===== src/rtl/wavelet_pkg.sv =====
// Shared definitions for the wavelet accelerator output drainer: register map,
// config bit positions and the drainer state encoding.
package wavelet_pkg;

  localparam logic [31:0] WAVELET_BASE_ADDRESS = 32'h1A100000;
  localparam logic [1:0]  CFG_REG_SEL          = 2'b00;
  localparam logic [1:0]  OUT_REG_SEL          = 2'b10;
  localparam int          CFG_AVAIL_BIT        = 7;

  // Index of the last byte fetched for each register (config needs byte 0 only)
  localparam logic [1:0]  CFG_LAST_BYTE        = 2'd0;
  localparam logic [1:0]  OUT_LAST_BYTE        = 2'd3;

  typedef enum logic [2:0] {
    IDLE,
    RD_CFG,
    GAP_CFG,
    RD_OUT,
    PUSH,
    GAP_OUT,
    DONE
  } drain_state_t;

  function automatic logic [15:0] sat_inc16(input logic [15:0] v);
    return (v == 16'hFFFF) ? v : v + 16'd1;
  endfunction

endpackage


===== src/rtl/wavelet_bus_reader.sv =====
// Byte-serial little-endian reader: fetches 1..4 bytes from consecutive byte
// addresses. Optional watchdog enabled by WAVELET_DRAIN_TIMEOUT_EN.
module wavelet_bus_reader
  import wavelet_pkg::*;
#(
  parameter int DATA_BUS_WIDTH = 8,
  parameter int ADDR_BUS_WIDTH = 32
`ifdef WAVELET_DRAIN_TIMEOUT_EN
  ,
  parameter int TIMEOUT_CYCLES = 255
`endif
) (
  input  logic                      clk,
  input  logic                      rst,
  input  logic                      go,
  input  logic [ADDR_BUS_WIDTH-1:0] base_addr,
  input  logic [1:0]                last_idx,
  output logic [ADDR_BUS_WIDTH-1:0] addr,
  output logic                      read_en,
  input  logic [DATA_BUS_WIDTH-1:0] data,
  input  logic                      data_ready,
  output logic [31:0]               word,
  output logic                      done
`ifdef WAVELET_DRAIN_TIMEOUT_EN
  ,
  output logic                      timeout
`endif
);

  logic [1:0]  byte_idx;
  logic [1:0]  last_q;
  logic [31:0] word_q;
  logic        byte_hit;

  assign byte_hit = read_en & data_ready;
  assign done     = byte_hit & (byte_idx == last_q);

  // Word includes the byte on the bus this cycle so the caller can take it on done
  always_comb begin
    word = word_q;
    word[8*byte_idx +: 8] = data[7:0];
  end

`ifdef WAVELET_DRAIN_TIMEOUT_EN
  localparam int WD_W = $clog2(TIMEOUT_CYCLES + 1);
  logic [WD_W-1:0] wd_cnt;

  assign timeout = read_en & ~data_ready & (wd_cnt == WD_W'(TIMEOUT_CYCLES - 1));

  always_ff @(posedge clk) begin
    if (!rst || go || byte_hit || !read_en) begin
      wd_cnt <= '0;
    end else begin
      wd_cnt <= wd_cnt + 1'b1;
    end
  end
`endif

  always_ff @(posedge clk) begin
    if (!rst) begin
      read_en  <= 1'b0;
      addr     <= '0;
      byte_idx <= 2'd0;
      last_q   <= 2'd0;
      word_q   <= 32'd0;
    end else if (go) begin
      read_en  <= 1'b1;
      addr     <= base_addr;
      byte_idx <= 2'd0;
      last_q   <= last_idx;
      word_q   <= 32'd0;
    end else if (byte_hit) begin
      word_q <= word;
      if (done) begin
        read_en  <= 1'b0;
        addr     <= '0;
        byte_idx <= 2'd0;
      end else begin
        byte_idx  <= byte_idx + 2'd1;
        addr[1:0] <= byte_idx + 2'd1;
      end
`ifdef WAVELET_DRAIN_TIMEOUT_EN
    end else if (timeout) begin
      read_en  <= 1'b0;
      addr     <= '0;
      byte_idx <= 2'd0;
`endif
    end
  end

endmodule


===== src/rtl/wavelet_output_drainer.sv =====
// Polls the accelerator config register and drains 32-bit output words onto a
// valid/ready stream. WAVELET_DRAIN_TIMEOUT_EN adds a data_ready watchdog.
module wavelet_output_drainer
  import wavelet_pkg::*;
#(
  parameter int                      DATA_BUS_WIDTH    = 8,
  parameter int                      ADDR_BUS_WIDTH    = 32,
  parameter logic [ADDR_BUS_WIDTH-1:0] BASE_ADDRESS    = WAVELET_BASE_ADDRESS,
  parameter logic [1:0]              CONFIG_REG_OFFSET = CFG_REG_SEL,
  parameter logic [1:0]              OUTPUT_REG_OFFSET = OUT_REG_SEL,
  parameter int                      POLL_GAP          = 4,
  parameter int                      TIMEOUT_CYCLES    = 255
) (
  input  logic                      clk,
  input  logic                      rst,
  input  logic                      start,
  output logic [ADDR_BUS_WIDTH-1:0] bus_addr_out,
  output logic                      bus_read_en_out,
  input  logic [DATA_BUS_WIDTH-1:0] bus_data_in,
  input  logic                      bus_data_ready_in,
  output logic [31:0]               out_data,
  output logic                      out_valid,
  input  logic                      out_ready,
  output logic                      busy,
  output logic                      done,
  output logic [15:0]               out_count
`ifdef WAVELET_DRAIN_TIMEOUT_EN
  ,
  output logic                      timeout_err
`endif
);

  localparam logic [15:0] GAP_LOAD = 16'(POLL_GAP - 1);

  drain_state_t              state;
  logic [15:0]               gap_cnt;
  logic                      cfg_avail;
  logic                      rd_go;
  logic [1:0]                rd_sel;
  logic [1:0]                rd_last;
  logic [ADDR_BUS_WIDTH-1:0] rd_base;
  logic [31:0]               rd_word;
  logic                      rd_done;
  logic                      rd_timeout;

  assign rd_base = {BASE_ADDRESS[ADDR_BUS_WIDTH-1:4], rd_sel, 2'b00};

  // Reads are launched on the transition edge so read_en is high in the first read cycle
  always_comb begin
    rd_go   = 1'b0;
    rd_sel  = CONFIG_REG_OFFSET;
    rd_last = CFG_LAST_BYTE;
    case (state)
      IDLE:    rd_go = start;
      GAP_OUT: rd_go = (gap_cnt == 16'd0);
      GAP_CFG: begin
        if (gap_cnt == 16'd0 && cfg_avail) begin
          rd_go   = 1'b1;
          rd_sel  = OUTPUT_REG_OFFSET;
          rd_last = OUT_LAST_BYTE;
        end
      end
      default: ;
    endcase
  end

  wavelet_bus_reader #(
    .DATA_BUS_WIDTH (DATA_BUS_WIDTH),
    .ADDR_BUS_WIDTH (ADDR_BUS_WIDTH)
`ifdef WAVELET_DRAIN_TIMEOUT_EN
    ,
    .TIMEOUT_CYCLES (TIMEOUT_CYCLES)
`endif
  ) u_reader (
    .clk        (clk),
    .rst        (rst),
    .go         (rd_go),
    .base_addr  (rd_base),
    .last_idx   (rd_last),
    .addr       (bus_addr_out),
    .read_en    (bus_read_en_out),
    .data       (bus_data_in),
    .data_ready (bus_data_ready_in),
    .word       (rd_word),
    .done       (rd_done)
`ifdef WAVELET_DRAIN_TIMEOUT_EN
    ,
    .timeout    (rd_timeout)
`endif
  );

`ifdef WAVELET_DRAIN_TIMEOUT_EN
  always_ff @(posedge clk) begin
    if (!rst) begin
      timeout_err <= 1'b0;
    end else if (state == IDLE && start) begin
      timeout_err <= 1'b0;
    end else if (rd_timeout) begin
      timeout_err <= 1'b1;
    end
  end
`else
  assign rd_timeout = 1'b0;
`endif

  always_ff @(posedge clk) begin
    if (!rst) begin
      state     <= IDLE;
      gap_cnt   <= 16'd0;
      cfg_avail <= 1'b0;
      out_data  <= 32'd0;
      out_valid <= 1'b0;
      busy      <= 1'b0;
      done      <= 1'b0;
      out_count <= 16'd0;
    end else begin
      done <= 1'b0;
      case (state)
        IDLE: begin
          if (start) begin
            state     <= RD_CFG;
            busy      <= 1'b1;
            out_count <= 16'd0;
          end
        end
        RD_CFG: begin
          if (rd_timeout) begin
            state <= DONE;
            done  <= 1'b1;
          end else if (rd_done) begin
            cfg_avail <= rd_word[CFG_AVAIL_BIT];
            gap_cnt   <= GAP_LOAD;
            state     <= GAP_CFG;
          end
        end
        GAP_CFG: begin
          if (gap_cnt == 16'd0) begin
            if (cfg_avail) begin
              state <= RD_OUT;
            end else begin
              state <= DONE;
              done  <= 1'b1;
            end
          end else begin
            gap_cnt <= gap_cnt - 16'd1;
          end
        end
        RD_OUT: begin
          if (rd_timeout) begin
            state <= DONE;
            done  <= 1'b1;
          end else if (rd_done) begin
            out_data  <= rd_word;
            out_valid <= 1'b1;
            state     <= PUSH;
          end
        end
        PUSH: begin
          if (out_ready) begin
            out_valid <= 1'b0;
            out_count <= sat_inc16(out_count);
            gap_cnt   <= GAP_LOAD;
            state     <= GAP_OUT;
          end
        end
        GAP_OUT: begin
          if (gap_cnt == 16'd0) begin
            state <= RD_CFG;
          end else begin
            gap_cnt <= gap_cnt - 16'd1;
          end
        end
        DONE: begin
          state <= IDLE;
          busy  <= 1'b0;
        end
        default: state <= IDLE;
      endcase
    end
  end

endmodule


===== config.mk =====
export PLATFORM = sky130hd
export DESIGN_NAME = wavelet_output_drainer
export DESIGN_NICKNAME = d
export VERILOG_FILES = /design/src/rtl/wavelet_pkg.sv /design/src/rtl/wavelet_bus_reader.sv /design/src/rtl/wavelet_output_drainer.sv
export SDC_FILE = /design/constraint.sdc
export NUM_CORES = 1
export LEC_CHECK = 0
export BUFFER_PORTS_ARGS = -buffer_cell sky130_fd_sc_hd__buf_2
export CELL_PAD_IN_SITES_DETAIL_PLACEMENT = 1
export CELL_PAD_IN_SITES_GLOBAL_PLACEMENT = 2
export CORE_ASPECT_RATIO = 1.25
export CORE_MARGIN = 4
export CORE_UTILIZATION = 35
export DETAILED_ROUTE_END_ITERATION = 10
export GPL_TIMING_DRIVEN = 0
export MAX_ROUTING_LAYER = met4
export PLACE_DENSITY_LB_ADDON = 0.1
export SYNTH_ARGS = -nofsm -noshare
export SYNTH_HDL_FRONTEND = slang
export SYNTH_SLANG_ARGS = --single-unit

===== constraint.sdc =====
create_clock -name clk -period 3.6 [get_ports clk]
set_input_delay 0.72 -clock clk [delete_from_list [all_inputs] [get_ports clk]]
set_output_delay 0.72 -clock clk [all_outputs]
set_load 0.03 [all_outputs]

# Yosys cells after proc, flatten, opt, wreduce, memory -nomap -nowiden
# Index checks and enable logic that the tools add are counted.
# W data, S select, Z words.
# word_totals
reg_bits	114
input_bits	13
wordCells	94
# op_classes
n_addsub	4
n_eq_ne	16
shift	2
muxes	36
n_bitwise	3
reduce_logical	20
# op_table
operator	n
$mux W16	6
$mux W29	2
$pmux W16 S3	1
$neg A5 Y34	1
$shift A8 B34 Y32 const A	1
$shiftx A8 B34 Y32	1
$bwmux W32	1
$pmux W16 S2	1
$mux W27	1
$mux W3	7
$pmux W3 S6	1
$add A16 B1 Y16 const B	1
$eq A16 B16 Y1 const B	1
$logic_not A16 Y1	1
$ne A2 B2 Y1 const B	8
$sub A16 B1 Y16 const B	1
$mux W2	5
$reduce_bool A2 Y1	5
$eq A3 B3 Y1 const B	3
$mux W1	8
$reduce_and A2 Y1	4
$reduce_and A4 Y1	2
$eq A3 B2 Y1 const B	2
$reduce_and A3 Y1	2
other kinds (12)	15

# Depth between registers and ports, before layout
# Gate-level depths: netlist of run 1.
# logic_depth
word_depth	6
depth_mapped	8
depth_no_buf	7

# By module
# From an unflattened synthesis of run 1, not the netlist that was laid out.
# unflattened
cells_unflattened	707
hier_area_um2	6243.5
# modules_own_cells
mod	n_inst	cells_each	area_each_um2	seq_area_each_um2
wavelet_output_drainer	1	384	3130.5	1421.4
wavelet_bus_reader	1	323	3113.0	1381.3

# Least setup slack after synthesis of run 1
# Ideal clock, no wire load.
# synth_timing
path_type	register to register
start	register u_reader.addr[0] (netlist name)
end	register gap_cnt[10]
arrival_ps	2219
required_time_ps	3530
setup_slack_ps	1311
path_stages_with_launch	8
path_buffers	1
period_less_slack_ps	2289
path_cell_list	dfxtp_1 buf_2 and3_1 o21ai_1 o32ai_1 o211ai_2 or4_1 a21oi_1
# synth_rtl
element	line_no	text
to (signal assigned)	wavelet_output_drainer.sv:145	gap_cnt <= gap_cnt - 16'd1;
to (signal assigned)	wavelet_output_drainer.sv:170	gap_cnt <= gap_cnt - 16'd1;
to (decl)	wavelet_output_drainer.sv:36	logic [15:0] gap_cnt;

==> results of run 1 <==
metrics by stage:
step                hold WS, ns  setup slack (ns)  cell area, um^2  utilization (%)
floorplan                 0.460              1.31             5140                -
detailed placement        0.472             0.664             5710             40.8
finish                    0.472             0.915             6030             43.1
CTS                       0.482             0.844             6030             43.1
global placement          0.469             0.715             5710             40.8
global route              0.505             0.604             6030             43.1
final timing paths:
kind | start | endpoint | slack (ns) | cells past startpoint
worst max-delay path | u_reader.addr[0]$_SDFFE_PP0P_ | out_data[17]$_SDFFE_PN0P_ | 0.91 | 7
worst min register to register | u_reader.addr[3]$_SDFFE_PN0P_ | u_reader.addr[3]$_SDFFE_PN0P_ | 0.47 | 2
worst min-delay path | u_reader.addr[3]$_SDFFE_PN0P_ | u_reader.addr[3]$_SDFFE_PN0P_ | 0.47 | 2
worst max register to register | u_reader.addr[0]$_SDFFE_PP0P_ | out_data[17]$_SDFFE_PN0P_ | 0.91 | 7
logic make-up after synthesis:
logic type | Yosys count | share of synthesized area, %
XOR/XNOR | 23 | 3.99
adder cells (fa/ha/maj) | 8 | 1.98
flip-flops | 108 | 42.8
other | 1 | 0.0743
buffers and inverters | 73 | 8.30
AND/OR/NAND/NOR | 211 | 21.6
multiplexers | 2 | 0.421
AO/OA/AOI/OAI | 152 | 20.7
area by class of cell:
class	instances	area, um^2
clock buffer	11	243
inverter	12	45.0
sequential	108	2160
tap	175	219
clock inverter	5	75.1
timing repair buffer	71	355
multi-input combinational	421	2560
buffer	61	374
fill	1707	7960
cells in the mapped netlist (2+ instances only):
cell type / n
o2111ai_1: 3
ha_1: 8
nor4_1: 2
inv_1: 11
nand3_1: 10
buf_6: 4
nand2b_1: 5
o211ai_2: 3
or3_1: 2
or4_1: 2
nor3_1: 8
buf_4: 30
nor4bb_1: 2
nor3_2: 3
and4_1: 2
o31ai_1: 2
nor2_1: 102
buf_2: 2
nand4_1: 7
and2_1: 3
nor2b_1: 32
nand2_1: 16
o21ai_0: 5
o21ai_1: 8
a31oi_1: 4
clkbuf_1: 23
buf_1: 2
a211oi_1: 71
dfxtp_1: 108
xor2_1: 18
a21oi_1: 44
xnor2_1: 5
o22ai_1: 2
worst max-delay path: stages, from the launching register on:
cell and delay (ns):
dfxtp_1 0.40, buf_2 0.24, and3_1 0.20, o21ai_1 0.20
nor3_2 0.78, clkbuf_1 0.43, nor2_1 0.10, a211oi_1 0.25
flip-flops by register name, summed over array words and instances, names as in the netlist:
| name | count |
|---|---|
| busy | 1 |
| cfg_avail | 1 |
| done | 1 |
| gap_cnt | 16 |
| out_count | 16 |
| out_data | 32 |
| out_valid | 1 |
| state | 3 |
| u_reader.addr | 4 |
| u_reader.last_q | 1 |
| u_reader.word_q | 32 |
power breakdown:
part	total [uW]	leakage (uW)	internal (uW)	switching (uW)
sequential	1290	0.000873	1240	43.3
combinational	559	0.00132	210	349
clock	1070	0.000159	626	448
total	2920	0.00235	2080	841
layer usage:
metal / global-route usage [%] / wire length (um) / up-vias
li1: - / - / 2199
met1: 22.9 / 6350 / 2174
met2: 31.3 / 7510 / 73
met3: 2.98 / 418 / 14
met4: 6.00 / 212 / 0
met5: - / 0 / -
==> metrics, run 1 <==
status finished, final reports clean; Die Y-Extent 142 um; GR Util All Layers 18.6%; Fmax achieved 372 MHz; final period utilization 74.6%; hpwl dp 11000 um; worst skew pair latency 0.35 ns; largest net degree at the start of global routing 17; Final #Nets 705; I/O Buffers 71; cts hold-fix bufs 0; worst-margin pin slew 0.896 ns; non-filler instance count after layout around 860; TritonCTS Sinks 108; routed length per instance 16.8 um; die width around 120 um; initial core utilization between 30 and 40%; first drt pass iteration count 4; FF+latch count, synth 108; largest area contributor in the netlist dfxtp_1; I/O Pins 97; GRT overflow 0; syn avg cell area ~8.7 um^2; share of the synthesized area in the top cell type roughly 43%; Final Max Slew Viols 0; Leak between 0.002 and 0.0025 uW; total core area 14000 um^2; commonest non-fill, non-tap cell in the layout dfxtp_1; maximum fanout along the worst path 10; Max clock buf depth 2; Post-CTS Setup Bufs 0; layout cells sized above 1 20.5%; row count 48; PostCTS Resize Cnt 0; endpoints failing setup 0; initial antenna violation count 0; vias per inst 5.16; Hold Vio Cnt, Final 0; unrepaired setup endpoints after global routing false; Detailed Route Iter0 Violations about 160; Root Driver clkbuf_16; PwrDens 484 nW/um^2; CTS tree done; H-Tree Depth 3; Critical Path RT 3.86 ns; antenna diode count 0; Clock Skew 0.00472 ns; Post-synth EDFFs 0; Residual DRC 0; MaxCap Viol Count 0; setup tns final 0 ns; most frequent cells in the layout dfxtp_1, nor2_1, buf_2, a211oi_1, a21oi_1; class of the worst hold path register to register; Arr. time, crit path 2.95 ns; Mapped Cells 578; WL final 14500 um; Worst setup EP type register; mapped cell area 5050 um^2; post-route ant nets 0; VDD IR-drop max 0.204 mV; crit path launch type register; Post-synth ARST share 0%; fin crit period 2.69 ns; Tot Pwr 2920 uW; die area 16400 um^2; Slew HR 40.0%; first-pass GRT wire length roughly 24000 um; synthesis-to-layout area growth 19.5%; critical path type register to register; vias in the first global route 4543; post-synth cell types 62; via count 4460; Worst-path clk slew roughly 0.07 ns; Placed Cells 848; post-synthesis sequential area ratio 42.8%; CTS Buf Count 9; largest cells by area after synthesis dfxtp_1, a211oi_1, nor2_1; yosys warns 0; Most used DFF post-synth dfxtp_1; GPL Wtd Cong 0.760
Power figures use the tool's default switching activity.
==> run 2, diff against run 1 <==
--- a/config.mk
+++ b/config.mk
@@ -10,7 +10,7 @@
 export CELL_PAD_IN_SITES_GLOBAL_PLACEMENT = 2
 export CORE_ASPECT_RATIO = 1.25
 export CORE_MARGIN = 4
-export CORE_UTILIZATION = 35
+export CORE_UTILIZATION = 30
 export DETAILED_ROUTE_END_ITERATION = 10
 export GPL_TIMING_DRIVEN = 0
 export MAX_ROUTING_LAYER = met4
==> constraint.sdc (replaced) <==
create_clock -name clk -period 2.42 [get_ports clk]
set_input_delay 0.484 -clock clk [delete_from_list [all_inputs] [get_ports clk]]
set_output_delay 0.484 -clock clk [all_outputs]
set_load 0.03 [all_outputs]
==> metrics, run 2 (synthesized netlist as in run 1, its figures left out) <==
Largest stage delay, worst path 0.61 ns (was 0.78 ns); Hold Startpoint rst (was u_reader.addr[3]$_SDFFE_PN0P_); fin crit period 2.33 ns (was 2.69 ns); pre-CTS setup slack -0.322 ns (was 0.664 ns); Max clock buf depth 2 (unchanged); initial core utilization 30.9% (was 36.1%); GPL Wtd Cong 0.776 (was 0.760); Die Y-Extent 153 um (was 142 um); routed length per instance 16.8 um (about the same); Slowest cell on crit path or4_4 (was nor3_2); commonest non-fill, non-tap cell in the layout dfxtp_1 (unchanged); I/O Buffers 71 (unchanged); Internal Power 2990 uW (was 2080 uW); Placed Cells 889 (was 848); first drt pass iteration count 4 (unchanged); via count 4445 (was 4460); hpwl dp 11400 um (was 11000 um); final period utilization 96.2% (was 74.6%); Fmax achieved 430 MHz (was 372 MHz); Residual DRC 0 (unchanged); vias in the first global route 4572 (was 4543); status finished, final reports clean (unchanged); class of the worst hold path input port to register (was register to register); initial antenna violation count 0 (unchanged); Final #Nets 713 (was 705); most frequent CP cell buf_6; crit path launch type register (unchanged); Critical Path RT 2.63 ns (was 3.86 ns); first-pass GRT wire length 24600 um (was 23700 um); maximum fanout along the worst path 10 (unchanged); H-Tree Depth 3 (unchanged); worst r2r dst u_reader.word_q[26]$_SDFFE_PP0P_ (was out_data[17]$_SDFFE_PN0P_); hold depth 2 (unchanged); non-filler instance count after layout 913 (was 864); CTS Buf Count 9 (unchanged); Worst setup EP type register (unchanged); post-route ant nets 0 (unchanged); Worst-path clk slew 0.07 ns (about the same); layout cells sized above 1 23.2% (was 20.5%); I/O Pins 97 (unchanged); CTS tree done (unchanged); Net Sw Frac 31.1% (was 28.8%); most frequent cells in the layout dfxtp_1, nor2_1, buf_2, a211oi_1, a21oi_1 (unchanged); switching power 1350 uW (was 841 uW); worst-margin pin slew 0.587 ns (was 0.896 ns); GR Util All Layers 16.8% (was 18.6%); fillers 1979 (was 1707); total core area 16300 um^2 (was 14000 um^2); antenna diode count 0 (unchanged); biggest regs out_data x32, u_reader.word_q x32 (unchanged); vias per inst 4.87 (was 5.16); worst skew pair latency 0.36 ns (was 0.35 ns); Leak 0.00241 uW (was 0.00235 uW); critical path type register to register (unchanged); R2R Setup Slk 0.09 ns (was 0.91 ns); path depth of the worst reg2reg path 8 (was 7); Flop pwr share 44.1% (about the same); Hold Path Sink busy$_SDFFE_PN0P_ (was u_reader.addr[3]$_SDFFE_PN0P_); Final Max Slew Viols 0 (unchanged); VDD IR-drop max 0.299 mV (was 0.204 mV); Root Driver clkbuf_16 (unchanged); Slew HR 60.5% (was 40.0%); Arr. time, crit path 2.54 ns (was 2.95 ns); PwrDens 704 nW/um^2 (was 484 nW/um^2); die area 19000 um^2 (was 16400 um^2); combinational share of power 23.2% (was 19.1%); largest net degree at the start of global routing 19 (was 17); critical path cell sequence or4_4, nor4_4, and4_4, o21ai_2, nand2b_1, buf_6, buf_6, a211oi_1 (was buf_2, and3_1, o21ai_1, nor3_2, clkbuf_1, nor2_1, a211oi_1); row count 52 (was 48); crit path setup slack, layout 0.0928 ns (was 0.915 ns); GRT overflow 0 (unchanged); WL final 15300 um (was 14500 um); FF-to-FF Start gap_cnt[8]$_SDFFE_PN0P_ (was u_reader.addr[0]$_SDFFE_PP0P_); synthesis-to-layout area growth 22.4% (was 19.5%); Clock Skew 0.0117 ns (was 0.00472 ns); MaxCap Viol Count 0 (unchanged); die width 124 um (was 115 um); Detailed Route Iter0 Violations 158 (was 156); setup tns final 0 ns (unchanged); endpoints failing setup 0 (unchanged); clock share of power 32.7% (was 36.8%); TritonCTS Sinks 108 (unchanged); Hold Vio Cnt, Final 0 (unchanged)
==> run 2: layer usage <==
metal	vias to the layer above	share of wire (%)	track usage (%)
met5	-	0	-
met4	0	1.3	5.17
met3	11	2.4	2.11
met2	63	53	29.2
met1	2152	43	20.1
li1	2219	-	-
==> run 2: cell type report <==
class | instances | area (um^2) | area share [%]
buffer | 60 | 382 | 6.18
timing repair buffer | 80 | 435 | 7.05
inverter | 12 | 45.0 | 0.729
sequential | 108 | 2160 | 35.0
multi-input combinational | 421 | 2610 | 42.2
clock buffer | 9 | 225 | 3.65
clock inverter | 7 | 50.0 | 0.810
tap | 216 | 270 | 4.38
==> run 2: how the worst max path moves through the flow <==
stage | startpoint | to | slack [ns] | cells past startpoint
2_1_floorplan | u_reader.addr[0]$_SDFFE_PP0P_ | gap_cnt[10]$_SDFFE_PN0P_ | 0.13 | 7
3_3_place_gp | bus_data_ready_in | gap_cnt[6]$_SDFFE_PN0P_ | -0.34 | 7
3_5_place_dp | bus_data_ready_in | gap_cnt[3]$_SDFFE_PN0P_ | -0.32 | 7
4_1_cts | u_reader.addr[0]$_SDFFE_PP0P_ | gap_cnt[10]$_SDFFE_PN0P_ | 0.01 | 7
5_1_grt | u_reader.addr[0]$_SDFFE_PP0P_ | out_data[20]$_SDFFE_PN0P_ | -0.04 | 7
6_report | gap_cnt[8]$_SDFFE_PN0P_ | u_reader.word_q[26]$_SDFFE_PP0P_ | 0.09 | 8
==> run 2: repair_timing <==
action / 4_1_cts / 5_1_grt
setup endpoints to repair: 54 / 85
hold buffers: 0 / 0
pin swaps: 1 / 5
gates resized for setup: 7 / 11
setup buffers: 3 / 6
==> run 2: worst max-delay path: cells and delay by family, from the launching register on <==
kind | cells | cell delay, ns
buffers and inverters | 2 | 0.32
AND/OR/NAND/NOR | 4 | 1.37
flip-flops | 1 | 0.37
AO/OA/AOI/OAI | 2 | 0.13
==> run 2: power groups by stage <==
| stage | sequential, uW | combinational (uW) | clock [uW] |
|---|---|---|---|
| final | 1920 | 1010 | 1420 |
| after global routing | 1930 | 1090 | 1550 |
| after CTS | 1920 | 853 | 1480 |
| after detailed placement | 1960 | 841 | 0 |
| after global placement | 1950 | 820 | 0 |
| after floorplan | 1950 | 641 | 0 |
==> run 2: metrics by stage <==
step	util [%]	cell area, um^2	hold slack [ns]	total power [uW]
2_1_floorplan	-	5140	0.460	2590
3_3_place_gp	35.3	5760	0.473	2770
3_5_place_dp	35.3	5760	0.482	2800
4_1_cts	37.4	6100	0.462	4250
5_1_grt	37.8	6180	0.497	4570
6_report	37.8	6180	0.485	4350
==> run 3, diff against run 2 <==
--- a/config.mk
+++ b/config.mk
@@ -12,9 +12,8 @@
 export CORE_MARGIN = 4
 export CORE_UTILIZATION = 30
 export DETAILED_ROUTE_END_ITERATION = 10
-export GPL_TIMING_DRIVEN = 0
 export MAX_ROUTING_LAYER = met4
-export PLACE_DENSITY_LB_ADDON = 0.1
+export PLACE_DENSITY = 0.85
 export SYNTH_ARGS = -nofsm -noshare
 export SYNTH_HDL_FRONTEND = slang
 export SYNTH_SLANG_ARGS = --single-unit
==> metrics, run 3 (synthesized netlist as in run 1, its figures left out) <==
via count 4320 (was 4445); fin crit period 2.29 ns (was 2.33 ns); delay-heaviest family, CP simple AND/OR/NAND/NOR gates (unchanged); Clock Skew 0.00993 ns (was 0.0117 ns); Internal Power 2880 uW (was 2990 uW); Worst path depth 7 (was 8); setup tns final 0 ns (unchanged); MaxCap Viol Count 0 (unchanged); Die Y-Extent 153 um (unchanged); CTS Buf Count 9 (unchanged); initial core utilization 30.9% (unchanged); Leak 0.00224 uW (was 0.00241 uW); die area 19000 um^2 (unchanged); I/O Buffers 71 (unchanged); first drt pass iteration count 4 (unchanged); largest net degree at the start of global routing 67 (was 19); hpwl dp 9780 um (was 11400 um); crit path launch type register (unchanged); Net Sw Frac 30.8% (was 31.1%); Critical Path RT 2.67 ns (was 2.63 ns); initial antenna violation count 0 (unchanged); Tot Pwr 4170 uW (was 4350 uW); Hold Startpoint rst (unchanged); critical path cell sequence or4_4, nor4_4, a41oi_4, buf_4, o2111ai_1, xor2_1, nor2_1 (was or4_4, nor4_4, and4_4, o21ai_2, nand2b_1, buf_6, buf_6, a211oi_1); Worst setup EP type register (unchanged); layout cells sized above 1 20.2% (was 23.2%); VDD IR-drop max 0.276 mV (was 0.299 mV); fillers 1933 (was 1979); endpoints failing setup 0 (unchanged); vias per inst 4.98 (was 4.87); commonest non-fill, non-tap cell in the layout dfxtp_1 (unchanged); switching power 1290 uW (was 1350 uW); Slowest cell on crit path or4_4 (unchanged); Final Max Slew Viols 0 (unchanged); Detailed Route Iter0 Violations 218 (was 158); clock share of power 33.7% (was 32.7%); I/O Pins 97 (unchanged); GPL Wtd Cong 0.839 (was 0.776); path depth of the worst reg2reg path 7 (was 8); post-route ant nets 0 (unchanged); Core Util, Final 36.0% (was 37.8%); GRT overflow 0 (unchanged); biggest regs out_data x32, u_reader.word_q x32 (unchanged); crit path setup slack, layout 0.126 ns (was 0.0928 ns); Residual DRC 0 (unchanged); Hold Path Sink busy$_SDFFE_PN0P_ (unchanged); Max clock buf depth 2 (unchanged); Hold Vio Cnt, Final 0 (unchanged); die width 124 um (unchanged); worst-margin pin slew 0.659 ns (was 0.587 ns); CTS tree done (unchanged); TritonCTS Sinks 108 (unchanged); pre-CTS setup slack 0.119 ns (was -0.322 ns); worst skew pair latency 0.36 ns (about the same); first-pass GRT wire length 22100 um (was 24600 um); status finished, final reports clean (unchanged); Arr. time, crit path 2.54 ns (about the same); class of the worst hold path input port to register (unchanged); area of the multi-input gates 2570 um^2 (was 2610 um^2); worst r2r dst gap_cnt[13]$_SDFFE_PN0P_ (was u_reader.word_q[26]$_SDFFE_PP0P_); vias in the first global route 4370 (was 4572); register area 2160 um^2 (unchanged); WP buf/inv 1 (was 2); combinational share of power 20.1% (was 23.2%); most frequent cells in the layout dfxtp_1, nor2_1, a211oi_1, buf_2, a21oi_1 (was dfxtp_1, nor2_1, buf_2, a211oi_1, a21oi_1); row count 52 (unchanged); final period utilization 94.8% (was 96.2%); GR Util All Layers 15.0% (was 16.8%); maximum fanout along the worst path 6 (was 10); PwrDens 709 nW/um^2 (was 704 nW/um^2); Fmax achieved 436 MHz (was 430 MHz); FF-to-FF Start gap_cnt[8]$_SDFFE_PN0P_ (unchanged); critical path type register to register (unchanged); Flop pwr share 46.2% (was 44.1%); Worst-path clk slew 0.07 ns (about the same); total core area 16300 um^2 (unchanged); cts hold-fix bufs 0 (unchanged); Root Driver clkbuf_16 (unchanged); Slew HR 56.1% (was 60.5%); antenna diode count 0 (unchanged); Final #Nets 668 (was 713); H-Tree Depth 3 (unchanged); synthesis-to-layout area growth 16.5% (was 22.4%); Largest stage delay, worst path 0.60 ns (was 0.61 ns); WL final 13400 um (was 15300 um); hold depth 2 (unchanged); routed length per instance 15.5 um (was 16.8 um); R2R Setup Slk 0.13 ns (was 0.09 ns)
[run 3: cell type report]
class                   instances  share of cell area, %
multi-input cells             421                   43.7
repair buffers                 95                   9.53
inverters                      12                  0.766
flip-flops and latches        108                   36.8
clock inverters                 7                  0.851
clock buffers                   9                   3.83
well taps                     216                   4.60
[run 3: how the worst max path moves through the flow]
stage,startpoint,endpoint,slack (ns)
floorplan,u_reader.addr[0]$_SDFFE_PP0P_,gap_cnt[10]$_SDFFE_PN0P_,0.13
global placement,gap_cnt[8]$_SDFFE_PN0P_,gap_cnt[1]$_SDFFE_PN0P_,0.22
detailed placement,gap_cnt[8]$_SDFFE_PN0P_,gap_cnt[13]$_SDFFE_PN0P_,0.12
CTS,gap_cnt[8]$_SDFFE_PN0P_,gap_cnt[13]$_SDFFE_PN0P_,0.08
global route,gap_cnt[8]$_SDFFE_PN0P_,gap_cnt[13]$_SDFFE_PN0P_,-0.03
finish,gap_cnt[8]$_SDFFE_PN0P_,gap_cnt[13]$_SDFFE_PN0P_,0.13
[run 3: timing repair]
item                                    4_1_cts  5_1_grt
resized for setup                             0        1
buffers inserted                              0        4
endpoints found under the setup margin        0        7
[run 3: power groups by stage]
stage / sequential (uW) / combinational, uW / clock [uW]
final: 1930 / 837 / 1410
after global routing: 1940 / 924 / 1540
after CTS: 1930 / 804 / 1450
after detailed placement: 1970 / 796 / 0
after global placement: 1960 / 768 / 0
after floorplan: 1950 / 641 / 0
[run 3: metrics by stage]
stage | hold WS, ns | cells | cell area, um^2
2_1_floorplan | 0.460 | 602 | 5140
5_1_grt | 0.474 | 868 | 5880
3_3_place_gp | 0.478 | 848 | 5570
4_1_cts | 0.474 | 864 | 5850
6_report | 0.480 | 868 | 5880
3_5_place_dp | 0.485 | 848 | 5570
[run 3: metal layers]
layer  global-route usage, %  share of wire, %  up-vias
met3                    2.99               3.3       19
met5                       -                 0        -
met2                    25.4                52       79
met4                    5.01               1.6        0
met1                    17.4                43     2089
li1                        -                 -     2133
